`src/rtl/wide_add_sequencer.sv`:
```
// Nibble-serial WIDTH-bit adder: one shared 4-bit ripple adder, LSB nibble first,
// with the inter-nibble carry held in carry_q and ready/valid on both sides.

module ripple_carry_adder_4bit (
   input  logic [3:0] a_i,
   input  logic [3:0] b_i,
   input  logic       cin_i,
   output logic [3:0] sum_o,
   output logic       cout_o
);
   logic [4:0] carry;

   assign carry[0] = cin_i;

   for (genvar gi = 0; gi < 4; gi++) begin : g_fa
      assign sum_o[gi]    = a_i[gi] ^ b_i[gi] ^ carry[gi];
      assign carry[gi+1]  = (a_i[gi] & b_i[gi]) | (carry[gi] & (a_i[gi] ^ b_i[gi]));
   end

   assign cout_o = carry[4];
endmodule

module wide_add_sequencer #(
   parameter int WIDTH = 16
) (
   input  logic             clk,
   input  logic             rst,
   input  logic             in_valid,
   output logic             in_ready,
   input  logic [WIDTH-1:0] a,
   input  logic [WIDTH-1:0] b,
   input  logic             cin,
   output logic             out_valid,
   input  logic             out_ready,
   output logic [WIDTH-1:0] sum,
   output logic             cout,
   output logic             busy
);
   localparam int NIB   = WIDTH / 4;
   localparam int CNT_W = (NIB > 1) ? $clog2(NIB) : 1;
   localparam logic [CNT_W-1:0] LAST_NIB = CNT_W'(NIB - 1);

   typedef enum logic [1:0] {IDLE, RUN, DONE} state_t;

   state_t           state_q;
   logic [WIDTH-1:0] a_sh_q, b_sh_q, acc_q, sum_q;
   logic [WIDTH-1:0] a_sh_d, b_sh_d, acc_d;
   logic             carry_q, cout_q;
   logic [CNT_W-1:0] nib_cnt_q;
   logic             in_ready_q, out_valid_q, busy_q;

   logic [3:0]       add_sum;
   logic             add_cout;

   ripple_carry_adder_4bit u_adder (
      .a_i    (a_sh_q[3:0]),
      .b_i    (b_sh_q[3:0]),
      .cin_i  (carry_q),
      .sum_o  (add_sum),
      .cout_o (add_cout)
   );

   // Each nibble result enters at the top, so after NIB shifts nibble 0 sits at bits [3:0].
   if (WIDTH > 4) begin : g_wide
      assign acc_d  = {add_sum, acc_q[WIDTH-1:4]};
      assign a_sh_d = {4'b0000, a_sh_q[WIDTH-1:4]};
      assign b_sh_d = {4'b0000, b_sh_q[WIDTH-1:4]};
   end else begin : g_single
      assign acc_d  = add_sum;
      assign a_sh_d = '0;
      assign b_sh_d = '0;
   end

   always_ff @(posedge clk or posedge rst) begin
      if (rst) begin
         state_q     <= IDLE;
         a_sh_q      <= '0;
         b_sh_q      <= '0;
         acc_q       <= '0;
         sum_q       <= '0;
         carry_q     <= 1'b0;
         cout_q      <= 1'b0;
         nib_cnt_q   <= '0;
         in_ready_q  <= 1'b1;
         out_valid_q <= 1'b0;
         busy_q      <= 1'b0;
      end else begin
         case (state_q)
            IDLE: begin
               if (in_valid) begin
                  a_sh_q     <= a;
                  b_sh_q     <= b;
                  carry_q    <= cin;
                  nib_cnt_q  <= '0;
                  acc_q      <= '0;
                  in_ready_q <= 1'b0;
                  busy_q     <= 1'b1;
                  state_q    <= RUN;
               end
            end
            RUN: begin
               acc_q   <= acc_d;
               carry_q <= add_cout;
               a_sh_q  <= a_sh_d;
               b_sh_q  <= b_sh_d;
               if (nib_cnt_q == LAST_NIB) begin
                  sum_q       <= acc_d;
                  cout_q      <= add_cout;
                  out_valid_q <= 1'b1;
                  state_q     <= DONE;
               end else begin
                  nib_cnt_q <= nib_cnt_q + 1'b1;
               end
            end
            DONE: begin
               if (out_ready) begin
                  out_valid_q <= 1'b0;
                  busy_q      <= 1'b0;
                  in_ready_q  <= 1'b1;
                  state_q     <= IDLE;
               end
            end
            default: state_q <= IDLE;
         endcase
      end
   end

   assign in_ready  = in_ready_q;
   assign out_valid = out_valid_q;
   assign busy      = busy_q;
   assign sum       = sum_q;
   assign cout      = cout_q;
endmodule

```
`config.mk`:
```
export PLATFORM = sky130hd
export DESIGN_NAME = wide_add_sequencer
export DESIGN_NICKNAME = d
export VERILOG_FILES = /design/src/rtl/wide_add_sequencer.sv
export SDC_FILE = /design/constraint.sdc
export NUM_CORES = 1
export LEC_CHECK = 0
export ABC_AREA = 1
export BUFFER_PORTS_ARGS = -buffer_cell sky130_fd_sc_hd__buf_2
export CAP_MARGIN = 20
export CORE_MARGIN = 5
export CORE_UTILIZATION = 30
export CTS_BUF_LIST = sky130_fd_sc_hd__clkbuf_4
export CTS_CLUSTER_SIZE = 12
export DETAILED_ROUTE_END_ITERATION = 10
export HOLD_SLACK_MARGIN = 0.15
export PLACE_DENSITY = 0.55
export SLEW_MARGIN = 20
export SYNTH_ARGS = -nofsm -noshare
export SYNTH_HDL_FRONTEND = slang
export SYNTH_SLANG_ARGS = --single-unit
```
`constraint.sdc`:
```
create_clock -name clk -period 2.8 [get_ports clk]
set_input_delay 0 -clock clk [delete_from_list [all_inputs] [get_ports clk]]
set_output_delay 0 -clock clk [all_outputs]
set_load 0.05 [all_outputs]
```
==> metrics.log, run 1 <==
INFO  metric run_status = complete, no violations
INFO  metric synth.net_count = 371
INFO  metric synth_commonest_cells = nand2_1, nand3_1, dfrtp_1
INFO  metric placeableCoreArea = 9819 µm²
INFO  metric post_cts.resized_instances = 0
INFO  metric postRouteWirelength = 7850 µm
INFO  metric cp.buffers_inverters = 1
INFO  metric layout-drive-gt1-share = 18.92%
INFO  metric crit_path_max_fanout = 12
INFO  metric max_freq = 0.4468 GHz
INFO  metric fp.dieArea = 12230 µm²
INFO  metric post-place-cells = 501
INFO  metric fin_nets = 481
INFO  metric initial_core_util = 30.93%
INFO  metric reg2reg_slack = 560 ps
INFO  metric syn_area = 3037 µm²
INFO  metric final-max-slew-violation-count = 0
INFO  metric clock_skew = 12.84 ps
INFO  metric clkSinkCount = 69
INFO  metric tritonroute_pass_1_iters = 4
INFO  metric final.fill_count = 1023
INFO  metric ant_nets = 0
INFO  metric synth.lib_cells_used.distinct = 19
INFO  metric critical-path-slowest-cell = nor2_1
INFO  metric syn_inst = 329
INFO  metric period_share = 79.93%
INFO  metric netSwitchingFraction = 45.14%
INFO  metric tritoncts = done
INFO  metric total_number_of_cells_along_the_worst_setup_path = 4
INFO  metric power.net_switching = 1908 µW
INFO  metric pin_count_of_the_biggest_net_entering_global_routing = 42
INFO  metric gp_congestion = 0.7454
INFO  metric worst-r2r-cell-count = 4
INFO  metric syn2layout_area_growth = 36.14%
INFO  metric power.density = 1022 nW/µm²
INFO  metric clkLatencyLatePin = 430 ps
INFO  metric max_cap_violations = 0
INFO  metric top_level_ports = 57
INFO  metric numPortBuffers = 56
INFO  metric avgSynthCellArea = 9.230 µm²
INFO  metric slowest_delay = 760 ps
INFO  metric max_slew_margin = 39.21%
INFO  metric worst-slew-pin-transition = 911.8 ps
INFO  metric path_cells = nor2_1 > nand3_1 > dlygate4sd3_1 > nand3_1
INFO  metric dominant_cell_by_count_in_the_synthesized_netlist = nand2_1
INFO  metric core.rowCount = 36
INFO  metric grt_antenna_before_repair = 0
INFO  metric htree_levels = 3
INFO  metric cts-root-buf = clkbuf_4
INFO  metric timing.critical_path.from_type = flop
INFO  metric num_vias = 2693
INFO  metric share_seq_of_total_power = 38.0%
INFO  metric fin_tns_setup = 0 ps
INFO  metric via_count_of_the_first_global_routing_pass = 2777
INFO  metric dieWidth = 110.6 µm
INFO  metric finalNonFillerCells = 577
INFO  metric rsz_0062_raised_after_global_routing = no
INFO  metric routed_wire_length_per_instance = 13.60 µm
INFO  metric synth.top_cells.by_area = dfrtp_1, nand3_1, nand2_1
INFO  metric routed_via_density = 4.667
INFO  metric finalHoldViolCount = 0
INFO  metric postSynth.asyncResetShare = 100.0%
INFO  metric yosys_register_bits = 69
INFO  metric postPlaceCellArea = 3368 µm²
INFO  metric worstPathRequired = 3170 ps
INFO  metric cp.arrival = 2610 ps
INFO  metric post_cts_hold_buffer_count = 60
INFO  metric ys.warnings.count = 0
INFO  metric global_route_wire_length_before_repair = 13480 µm
INFO  metric cts_setup_buffers = 0
INFO  metric p_clk_share = 17.8%
INFO  metric setup.worst_path.class = flop to flop
INFO  metric dpl.hpwl = 4783 µm
INFO  metric p_int = 2318 µW
INFO  metric globalRoute.totalOverflow = 0
INFO  metric synth.yosys.seq_area_share = 56.90%
INFO  metric synth_enable_flop_cells = 0
INFO  metric die-height = 110.6 µm
INFO  metric cts.reportedPaths.clkPinSlew = 130 ps
INFO  metric drcViolationCount = 0
INFO  metric timing.hold.worst_path_depth = 4
INFO  metric diodes = 0
INFO  metric cp_endpoint_kind = flop
INFO  metric drt-initial-drc-count = 249
INFO  metric ctsLongestPathBuffers = 2
INFO  metric yosys.area.top_type = dfrtp_1
INFO  metric commonest_register_cell_after_synthesis = dfrtp_1
INFO  metric top_cell_family_by_delay_on_the_critical_path = simple AND/OR/NAND/NOR gates
INFO  metric track_usage = 13.46%
INFO  metric combinationalPowerShare = 44.2%
INFO  metric finalCoreUtilization = 42.10%
INFO  metric cts-buffers-inserted = 9
INFO  metric layout.cell_area.non_filler = 4134 µm²
INFO  metric timing.final.setup_violations = 0
INFO  metric synthDominantCellAreaShare = 56.04%
INFO  metric crit_top_cell = nand3_1
INFO  metric ir_worst_vdd = 334.3 µV
INFO  metric timing.hold.worst.class = input pin to flop
INFO  metric worst_hold_slack = 274.0 ps
INFO  metric final_period_minus_worst_setup_slack = 2238 ps
INFO  metric static-leakage-power = 0.001973 µW
-- logic make-up after synthesis --
group	count (synthesis)	share of synthesized area (%)
AND/OR/NAND/NOR	176	26.62
adder cells (fa/ha/maj)	5	3.049
buffers and inverters	48	8.241
flip-flops	69	56.90
AO/OA/AOI/OAI	31	5.192
-- state kept, by name, indices dropped and copies added, names as in the netlist, 2 cells and up --
name and count:
state_q 2, acc_q 12, nib_cnt_q 2, a_sh_q 16, b_sh_q 16, sum 16
-- placed cells by master (no fill, tap or decap) --
master and count:
inv_1 23, clkinv_4 1, clkinvlp_4 1, fa_1 4, nand2_2 2, o21ai_0 2
buf_4 5, buf_2 56, nand4_1 13, dlygate4sd3_1 60, nor2_1 3, inv_2 3
clkinv_1 1, ha_1 1, nand2_1 80, dfstp_2 1, inv_6 2, o21ai_1 28
nand3_1 76, clkbuf_4 9, nor2_4 2, o31ai_1 1, dfrtp_1 68, bufinv_16 2
-- worst paths after layout --
check / from / endpoint
worst max register to register: state_q[0] / b_sh_q[4]
worst min-delay path: b[14] / b_sh_q[14]
max in group asynchronous: rst / sum[15]
worst max-delay path: state_q[0] / b_sh_q[4]
min in group asynchronous: rst / busy
worst min register to register: out_valid / out_valid
-- through the flow --
step                      power (µW)  worst slack, ps
final                           4226            561.9
after global routing            4548            451.7
after CTS                       4265            656.7
after detailed placement        3396            689.3
after global placement          3370            721.1
after floorplan                 3014            770.8
-- layout make-up --
class                           instances  area (µm²)  area share (%)
Timing Repair Buffer                  121       918.4           22.22
Multi-Input combinational cell        212        1059           25.61
Sequential cell                        69        1728           41.80
Inverter                               26       97.59           2.361
Tap cell                              133       166.4           4.025
Clock buffer                            9       67.56           1.634
Clock inverter                          7       97.59           2.361
-- worst reg2reg max path: stages (launching register included) --
cell,delay [ps]
dfrtp_1,550
nor2_1,770
nand3_1,170
dlygate4sd3_1,620
nand3_1,80
-- per-layer routing --
metal  share of wire, %  vias up  routed length [µm]  GRT usage, %
met2                 47       87                3692         20.95
met5                  0        -                   0             0
met3                5.7       22                 451         3.337
met1                 44     1266                3488         17.39
met4                2.8        0                 218         6.732
li1                   -     1318                   -             -
-- power groups by stage --
stage / Clock (µW) / Combinational, µW / Sequential [µW]
after CTS: 776 / 1880 / 1610
final: 751 / 1870 / 1610
after global routing: 816 / 2080 / 1650
after global placement: 0 / 1750 / 1620
after detailed placement: 0 / 1770 / 1630
after floorplan: 0 / 1060 / 1960
No activity file was read; power rests on OpenSTA's default activity.
==> run 2: changes to the inputs <==
PLACE_DENSITY = 0.57   (was 0.55)
clock period = 1.8 ns   (was 2.8 ns; I/O delays follow)
==> metrics.log, run 2 (synthesis gave the netlist of run 1 again) <==
INFO  metric ant_nets = 0
INFO  metric detailroute.wirelength.met2 = 3596 µm
INFO  metric max_freq = 0.4888 GHz
INFO  metric fp.dieArea = 12230 µm²
INFO  metric cts-buffers-inserted = 9
INFO  metric numPortBuffers = 56
INFO  metric drt-initial-drc-count = 197
INFO  metric num_vias = 2638
INFO  metric timing.critical_path.from_type = flop
INFO  metric clkLatencyLatePin = 420 ps
INFO  metric cp_endpoint_kind = flop
INFO  metric critical-path-slowest-cell = fa_1
INFO  metric timing.final.setup_violations = 4
INFO  metric cp.arrival = 2390 ps
INFO  metric run_status = complete, but fails checks
INFO  metric postRouteWirelength = 7545 µm
INFO  metric timing.hold.worst.class = input pin to flop
INFO  metric timing.final.ws_setup = -245.9 ps
INFO  metric crit_path_max_fanout = 2
INFO  metric top_level_ports = 57
INFO  metric layout-drive-gt1-share = 23.48%
INFO  metric routed_via_density = 4.580
INFO  metric period_share = 113.7%
INFO  metric worstPathRequired = 2150 ps
INFO  metric slowest_delay = 430 ps
INFO  metric dieWidth = 110.6 µm
INFO  metric core.rowCount = 36
INFO  metric max_cap_violations = 0
INFO  metric grt_antenna_before_repair = 0
INFO  metric startpoint = a_sh_q[0]
INFO  metric routedLengthMet1 = 3499 µm
INFO  metric global_route_wire_length_before_repair = 13210 µm
INFO  metric max_slew_margin = 43.38%
INFO  metric critical_path.reg2reg.startpoint = a_sh_q[0]
INFO  metric worst-slew-pin-transition = 846.2 ps
INFO  metric static-leakage-power = 0.001984 µW
INFO  metric htree_levels = 3
INFO  metric failed_checks = setup timing
INFO  metric setup.worst_path.class = flop to flop
INFO  metric critical_path.endpoint = sum[15]
INFO  metric path_cells = inv_2 > fa_2 > inv_2 > fa_2 > fa_2 > inv_2 > fa_1 > o21ai_1
INFO  metric top_cell_family_by_delay_on_the_critical_path = adder cells
INFO  metric cts-root-buf = clkbuf_4
INFO  metric reg2reg_slack = -250 ps
INFO  metric gp_congestion = 0.7610
INFO  metric timing.rr.end = sum[15]
INFO  metric timing.hold.worst_path_depth = 4
INFO  metric power.density = 1570 nW/µm²
INFO  metric wl_met3 = 363 µm
INFO  metric placeableCoreArea = 9819 µm²
INFO  metric final-max-slew-violation-count = 0
INFO  metric top_signal_layer_used = met4
INFO  metric rsz_0062_raised_after_global_routing = yes
INFO  metric worst-r2r-cell-count = 8
INFO  metric syn2layout_area_growth = 34.69%
INFO  metric pin_count_of_the_biggest_net_entering_global_routing = 49
INFO  metric routed_wire_length_per_instance = 13.10 µm
INFO  metric cts.reportedPaths.clkPinSlew = 120 ps
INFO  metric clkSinkCount = 69
INFO  metric clock_skew = 11.76 ps
INFO  metric final_period_minus_worst_setup_slack = 2046 ps
INFO  metric cp.buffers_inverters = 3
INFO  metric tritonroute_pass_1_iters = 4
INFO  metric track_usage = 13.10%
INFO  metric drcViolationCount = 0
INFO  metric via_count_of_the_first_global_routing_pass = 2686
INFO  metric finalHoldViolCount = 0
INFO  metric total_number_of_cells_along_the_worst_setup_path = 8
INFO  metric globalRoute.totalOverflow = 0
INFO  metric tritoncts = done
INFO  metric dpl.hpwl = 4767 µm
INFO  metric fin_nets = 480
INFO  metric die-height = 110.6 µm
INFO  metric ir_worst_vdd = 695.3 µV
INFO  metric diodes = 0
INFO  metric ctsLongestPathBuffers = 2
INFO  metric worst_hold_slack = 287.9 ps
INFO  metric final_common_cell = nand2_1
INFO  metric dp_worst_slack = -211.3 ps
INFO  metric initial_core_util = 30.93%
INFO  metric final_cell_mix = nand2_1, nand3_1, dfrtp_1
-- run 2: changes by cell type in the layout (fill, tap and decap cells not counted), moves of 3 or more --
cell,previous run,this run
dlygate4sd3_1,60,49
buf_4,5,13
inv_1,23,19
inv_2,3,7
fa_1,4,1
fa_2,0,3
-- run 2: per-stage QoR --
stage	cell area, µm²	std cells	TNS (ps)	total power [µW]	utilization, %
global placement	3458	509	-652.3	5380	35.22
global route	4090	576	-1154	6955	41.65
floorplan	3042	329	-455.3	4698	-
finish	4090	576	-649.5	6423	41.65
detailed placement	3458	509	-707.6	5420	35.22
CTS	4066	574	-682.3	6426	41.41
-- run 2: how the worst min path moves through the flow --
stage / start / to
2_1_floorplan: out_ready / state_q[1]
3_3_place_gp: rst / a_sh_q[15]
3_5_place_dp: rst / a_sh_q[15]
4_1_cts: a[12] / a_sh_q[12]
5_1_grt: a[15] / a_sh_q[15]
6_report: b[15] / b_sh_q[15]
-- run 2: cell type report --
type / count / area [µm²]
clock buffer: 9 / 67.56
timing repair buffer: 120 / 908.4
sequential: 69 / 1728
clock inverter: 7 / 50.05
inverter: 26 / 97.59
fill: 1021 / 5729
multi-input combinational: 212 / 1072
tap: 133 / 166.4
-- run 2: worst min-delay path, cell delays in order --
cell and delay, ps:
dlygate4sd3_1 510, buf_2 90, nand2_1 40, nand2_1 40
-- run 2: what timing repair did --
item | in CTS | in global routing
setup buffers | 0 | 2
hold endpoints to repair | 105 | 0
pin swaps | 3 | 0
resized for setup | 2 | 6
gates cloned | 0 | 0
endpoints found under the setup margin | 6 | 6
hold buffers | 49 | 0
-- run 2: report_power, final --
group          switching, µW  leakage (µW)  internal [µW]
Clock                    583     0.0000587            287
Sequential               346      0.000896           2150
Combinational           2060       0.00103            999
-- run 2: layer usage --
layer / global-route usage [%] / vias up
met4: 4.187 / 0
met1: 17.34 / 1256
met3: 3.775 / 8
met2: 20.67 / 66
met5: 0 / -
li1: - / 1308
